==> config.mk <==
export PLATFORM = sky130hd
export DESIGN_NAME = piso_tx_flat
export DESIGN_NICKNAME = d
export VERILOG_FILES = /design/src/rtl/piso_tx_pkg.sv /design/src/rtl/piso_tx_if.sv /design/src/rtl/piso_tx.sv /design/src/flat_wrapper.sv
export SDC_FILE = /design/constraint.sdc
export NUM_CORES = 1
export LEC_CHECK = 0
export BUFFER_PORTS_ARGS = -buffer_cell sky130_fd_sc_hd__buf_2
export CAP_MARGIN = 20
export CORE_AREA = 2 2 39 41
export DETAILED_ROUTE_END_ITERATION = 7
export DIE_AREA = 0 0 41 43
export RECOVER_POWER = 100
export SKIP_LAST_GASP = 1
export SLEW_MARGIN = 25
export SYNTH_ARGS = -nofsm -noshare
export SYNTH_HDL_FRONTEND = slang
export SYNTH_SLANG_ARGS = --single-unit
==> constraint.sdc <==
create_clock -name clk -period 1.6 [get_ports clk]
set_clock_uncertainty 0.15 [all_clocks]
set_input_delay 0.16 -clock clk [delete_from_list [all_inputs] [get_ports clk]]
set_output_delay 0.16 -clock clk [all_outputs]
set_load 0.005 [all_outputs]
==> src/rtl/piso_tx_pkg.sv <==
// Shared types and helpers for the piso_tx parallel-in/serial-out transmitter.
package piso_pkg;

  typedef enum logic {
    IDLE  = 1'b0,
    SHIFT = 1'b1
  } piso_state_t;

  // Width of the bit counter needed to count W-1 down to 0.
  function automatic int cnt_w(input int w);
    return $clog2(w);
  endfunction

endpackage

==> src/rtl/piso_tx_if.sv <==
// Load-side and serial-side signals of piso_tx grouped as one bus.
// Handshake: a word transfers on a cycle with load_valid_i & load_ready_o; a serial
// bit transfers on a cycle with x_valid_o & shift_en_i; x_o is held while not consumed.
interface piso_tx_if #(
  parameter int W = 4
);
  logic         load_valid_i;
  logic [W-1:0] load_data_i;
  logic         load_ready_o;
  logic         shift_en_i;
  logic         x_o;
  logic         x_valid_o;
  logic         last_o;
  logic         busy_o;

  modport master (
    output load_valid_i, load_data_i, shift_en_i,
    input  load_ready_o, x_o, x_valid_o, last_o, busy_o
  );

  modport slave (
    input  load_valid_i, load_data_i, shift_en_i,
    output load_ready_o, x_o, x_valid_o, last_o, busy_o
  );
endinterface

==> src/rtl/piso_tx.sv <==
// Parallel-in, serial-out shifter: accepts a W-bit word on a valid/ready load and
// sends it MSB first, reloading back-to-back on the last-bit cycle when a word waits.
module piso_tx
  import piso_pkg::*;
#(
  parameter int W = 4
) (
  input  logic        clk,
  input  logic        reset,
  piso_tx_if.slave    bus,
  output piso_state_t state_dbg
);

  localparam int            CW      = cnt_w(W);
  localparam logic [CW-1:0] CNT_TOP = CW'(W - 1);

  piso_state_t   state_ff, nxt_state;
  logic [W-1:0]  sr_ff, nxt_sr;
  logic [CW-1:0] cnt_ff, nxt_cnt;

  logic load_ready;
  logic x;
  logic x_valid;
  logic last;
  logic busy;

  always_comb begin
    nxt_state  = state_ff;
    nxt_sr     = sr_ff;
    nxt_cnt    = cnt_ff;
    load_ready = 1'b0;
    x_valid    = 1'b0;
    x          = 1'b0;
    last       = 1'b0;
    busy       = 1'b0;
    case (state_ff)
      IDLE: begin
        load_ready = 1'b1;
        if (bus.load_valid_i) begin
          nxt_sr    = bus.load_data_i;
          nxt_cnt   = CNT_TOP;
          nxt_state = SHIFT;
        end
      end
      SHIFT: begin
        x_valid    = 1'b1;
        busy       = 1'b1;
        x          = sr_ff[W-1];
        last       = (cnt_ff == '0);
        load_ready = last & bus.shift_en_i;
        if (bus.shift_en_i) begin
          if (!last) begin
            nxt_sr  = {sr_ff[W-2:0], 1'b0};
            nxt_cnt = cnt_ff - CW'(1);
          end else if (bus.load_valid_i) begin
            // Next word follows the current LSB with no idle bubble.
            nxt_sr  = bus.load_data_i;
            nxt_cnt = CNT_TOP;
          end else begin
            nxt_state = IDLE;
            nxt_sr    = '0;
          end
        end
      end
      default: nxt_state = IDLE;
    endcase
  end

  always_ff @(posedge clk) begin
    if (reset) state_ff <= IDLE;
    else       state_ff <= nxt_state;
  end

  always_ff @(posedge clk) begin
    if (reset) sr_ff <= '0;
    else       sr_ff <= nxt_sr;
  end

  always_ff @(posedge clk) begin
    if (reset) cnt_ff <= '0;
    else       cnt_ff <= nxt_cnt;
  end

  // Outputs read as idle for the whole time reset is asserted, even mid-word.
  assign bus.load_ready_o = load_ready & ~reset;
  assign bus.x_o          = x & ~reset;
  assign bus.x_valid_o    = x_valid & ~reset;
  assign bus.last_o       = last & ~reset;
  assign bus.busy_o       = busy & ~reset;
  assign state_dbg        = state_ff;

endmodule

==> src/flat_wrapper.sv <==
// flat-port wrapper written by rule: the top's interface ports become plain ports
module piso_tx_flat import piso_pkg::*;
#(
  parameter int W = 4
)
  (clk, reset, state_dbg, bus_load_valid_i, bus_load_data_i, bus_shift_en_i, bus_load_ready_o, bus_x_o, bus_x_valid_o, bus_last_o, bus_busy_o);
  piso_tx_if #(.W(W)) bus_i ();
  input  logic clk;
  input  logic reset;
  output piso_state_t state_dbg;
  input wire logic [$bits(bus_i.load_valid_i)-1:0] bus_load_valid_i;
  input wire logic [$bits(bus_i.load_data_i)-1:0] bus_load_data_i;
  input wire logic [$bits(bus_i.shift_en_i)-1:0] bus_shift_en_i;
  output wire logic [$bits(bus_i.load_ready_o)-1:0] bus_load_ready_o;
  output wire logic [$bits(bus_i.x_o)-1:0] bus_x_o;
  output wire logic [$bits(bus_i.x_valid_o)-1:0] bus_x_valid_o;
  output wire logic [$bits(bus_i.last_o)-1:0] bus_last_o;
  output wire logic [$bits(bus_i.busy_o)-1:0] bus_busy_o;
  assign bus_i.load_valid_i = bus_load_valid_i;
  assign bus_i.load_data_i = bus_load_data_i;
  assign bus_i.shift_en_i = bus_shift_en_i;
  assign bus_load_ready_o = bus_i.load_ready_o;
  assign bus_x_o = bus_i.x_o;
  assign bus_x_valid_o = bus_i.x_valid_o;
  assign bus_last_o = bus_i.last_o;
  assign bus_busy_o = bus_i.busy_o;
  piso_tx #(.W(W)) u_core (.clk(clk), .reset(reset), .bus(bus_i), .state_dbg(state_dbg));
endmodule
==> Word-level counts from Yosys, hierarchy flattened <==
Cells that the tools add are included.
{ "classes": {"addsub": 1, "eq_ne": 2, "muxes": 17, "n_bitwise": 7, "n_reduce_logical": 2} }
{ "ops": {"columns": ["cell", "n"], "rows": [
  ["4-bit 2-to-1 mux", 4],
  ["4-bit case mux with 2 select lines", 1],
  ["1-bit 2-to-1 mux", 6],
  ["2-bit 2-to-1 mux", 3],
  ["1-bit AND", 5],
  ["2-bit != test (second input constant)", 2],
  ["1-bit case mux with 2 select lines", 2],
  ["2-bit case mux with 2 select lines", 1],
  ["2-bit logical NOT", 1],
  ["1-bit NOT", 2],
  ["2-bit AND reduction", 1],
  ["2-bit by 1-bit subtractor with 2-bit output (second input constant)", 1]
]} }
{ "word_totals": {"regBits": 7, "in_bits": 8, "output_inout_bits": 6, "word_cells": 32} }

==> Depth between registers and ports, before layout <==
{ "depth": {"word_depth": 4, "mapped_depth": 4, "depth_no_buf": 3} }

==> Worst setup path after synthesis <==
OpenSTA, ideal clock, no wires.
{ "synth_path": {"path_kind": "register to output", "startpoint": "reg u_core.cnt_ff[0]", "endpoint": "out bus_load_ready_o", "arrival_ns": 0.961, "required_time_ns": 1.290, "setup_slack_ns": 0.329, "path_stages_with_launch": 4, "n_path_buf": 1, "path_cell_list": "dfxtp_1 -> buf_6 -> or3b_1 -> a21oi_1"} }
{ "synth_via": {"elab_chain_cells": 4} }
{ "synth_lines": {"columns": ["element", "line_no", "text"], "rows": [
  ["from (decl)", "piso_tx.sv:19", "logic [CW-1:0] cnt_ff, nxt_cnt;"],
  ["from (signal assigned)", "piso_tx.sv:81", "else cnt_ff <= nxt_cnt;"],
  ["2-bit logical NOT", "piso_tx.sv:49", "last = (cnt_ff == '0);"],
  ["1-bit AND", "piso_tx.sv:50", "load_ready = last & bus.shift_en_i;"],
  ["1-bit case mux with 2 select lines", "piso_tx.sv:36", "case (state_ff)"],
  ["1-bit AND", "piso_tx.sv:85", "assign bus.load_ready_o = load_ready & ~reset;"],
  ["to (decl)", "flat_wrapper.sv:14", "output wire logic [$bits(bus_i.load_ready_o)-1:0] bus_load_ready_o;"]
]} }
No other way between the ends.

==> Worst setup path after layout <==
Ends and elaborated chain as after synthesis.

==> run summary <==
status = finished clean
Placement Rows = 14
Initial Util = 0.2929
synth top area cells = dfxtp_1 35%, nand3_1 7.4%, o21ai_0 7.4%, a211oi_1 5.6%, buf_4 5.6%
Slew @ Worst Pin = 223.0 ps
post-route cell area = 508.0 um2
layout net count = 75
R2R depth = 3
yosys synthesis warning count = 0
crit end category = output port
pre-CTS worst setup slack = 251.5 ps
multi-input logic area = 231.5 um2
Worst Path Max Fanout = 8
Setup WS post-layout = 19.66 ps
initial antenna violation count = 0
Die Wd = 41 um
CP required = 1290 ps
share of layout cells above drive strength 1 = 0.3485
root buffer cell = clkbuf_4
vias in the first global route = 349
Via-to-Cell Ratio = 5.159
GRT Resource Usage Total = 0.1285
syn_nets = 59
max_slew headroom = 0.8505
CP max stage delay = 400 ps
dpl cell area = 471.7 um2
first-pass GRT wire length = 1497 um
Top Ports = 14
routability cong. = 0.8112
hold depth = 2
Final setup viols = 0
DRT Wirelength = 969 um
type of the worst setup path = flip-flop to output port
syn_area_per_cell = 7.949 um2
1st-pass router iterations = 4
CP Launch Type = flip-flop
post-route insts no fill = 82
Achievable Freq = 0.6328 GHz
filler cell count = 153
commonest non-fill, non-tap cells in the layout = 12 x buf_2, 6 x nand3_1, 6 x o21ai_0, 6 x dfxtp_1
Power, Total = 0.0004679 W
WHS = 33.09 ps
Syn Std Cell Area = 405.4 um2
CTS H-Tree Depth = 1
Arr. time, crit path = 1270 ps
via count = 423
CTS buffer count = 3
max-slew violations = 0
CP Cell Sequence = or3b_4 -> a21oi_2 -> buf_2
Cell variety after synth = 22
core box area = 0.001384 mm2
CTS tree = done
met2 Use GR = 0.1469
Routed Antenna Nets = 0
Yosys top cell by area = dfxtp_1
Reg area = 143.9 um2
Peak VDD IR = 0.3796 mV
placed cells = 78
Area Overhead vs Synth = 25.31%
met1 GRT Util = 0.1801
post-layout min period = 1580 ps
Clock Path Buffers = 2
Seq/Total Area, Yosys = 0.3457
largest net degree at the start of global routing = 9
clock sink count = 7
Final period util = 0.9877
ys async rst share = 0
RSZ-0062 raised after global routing = true
DR DRC count = 0
Post-DP HPWL = 714.2 um
die area = 0.001763 mm2
crit path max-delay cell type = or3b_4
Mapped Cells = 51
IO Port Bufs = 13
n_diodes = 0
WL per Instance = 11.82 um
commonest non-fill, non-tap cell in the layout = buf_2
most used flip-flop cell after synthesis = dfxtp_1
busiest layer in global routing = met1
hold-fix buffers at CTS = 0
Clock transition at path regs = 50 ps
drt first-iter violations = 17
Synth Register Bits = 7
top cell type's share of synthesized area = 0.3457
Die Y = 43 um
Leak = 0.2099 nW
Hold WC Path Type = input port to flip-flop
final hold vios = 0
met3 usage = 0.03665
number of flops mapped to enable cells by yosys = 0
max_cap viols = 0
worst skew pair latency = 250 ps
global route overflow = 0
P per Cell Area = 921.0 mW/mm2
==> registers in the layout, summed over array words and instances, names as in the netlist <==
| register | count |
|---|---|
| u_core.state_dbg | 1 |
| u_core.cnt_ff | 2 |
| u_core.sr_ff | 4 |
==> synthesized netlist by cell type, types with 2 or more instances <==
master / number
a211oi_1: 3
a21oi_1: 3
a31oi_1: 3
buf_4: 3
dfxtp_1: 7
inv_1: 3
nand3_1: 6
nor2_1: 3
nor3_1: 2
o21ai_0: 6
==> worst paths after layout <==
check / slack [ps] / from / end
max: 20 / u_core.cnt_ff[0]$_SDFFE_PP0P_ / bus_load_ready_o
min: 30 / reset / u_core.cnt_ff[0]$_SDFFE_PP0P_
max reg2reg: 280 / u_core.state_dbg$_SDFF_PP0_ / u_core.sr_ff[2]$_SDFFE_PP0P_
min reg2reg: 320 / u_core.sr_ff[0]$_SDFFE_PP0P_ / u_core.sr_ff[0]$_SDFFE_PP0P_
==> power by group <==
part	leakage [nW]	switching, W	internal [W]
Combinational	0.136	0.0000498	0.0000446
Sequential	0.0588	0.0000164	0.000191
Clock	0.0150	0.0000708	0.0000955
==> cell families (layout without fill, tap and decap cells) <==
group           count (synthesis)  after routing  share of synthesized area
compound gates                 17             17                     0.2438
xor+xnor                        1              1                    0.02161
buf+inv                         7             22                     0.1111
flops                           7              7                     0.3457
mux                             1              1                    0.02778
simple gates                   18             18                     0.2500
==> worst max-delay path, delay by kind of cell (launching register included) <==
family          cells  cell delay (ps)
compound gates      1              130
simple gates        1              400
flops               1              370
buf+inv             1              110
==> per-stage QoR <==
stage,TNS [ps],util
5_1_grt,-12.77,0.3671
3_3_place_gp,0,0.3409
3_5_place_dp,0,0.3409
6_report,0,0.3671
4_1_cts,0,0.3608
2_1_floorplan,0,-
==> layout make-up <==
cell class | instances | share of cell area
repair buffers | 15 | 0.1478
multi-input cells | 37 | 0.4557
clock buffers | 4 | 0.05172
well taps | 16 | 0.03941
flip-flops and latches | 7 | 0.2833
inverters | 3 | 0.02217
==> layer usage <==
layer	part of all wire	up-vias
met5	0	-
li1	-	214
met3	0.074	5
met4	0.045	0
met1	0.47	188
met2	0.41	16
==> timing repair <==
item,in CTS,in global routing
resized for setup,1,4
pin swaps,0,0
endpoints found under the hold margin,0,0
setup buffers,0,0
endpoints found under the setup margin,2,2
Note: power is estimated with default switching activity, not from simulation.
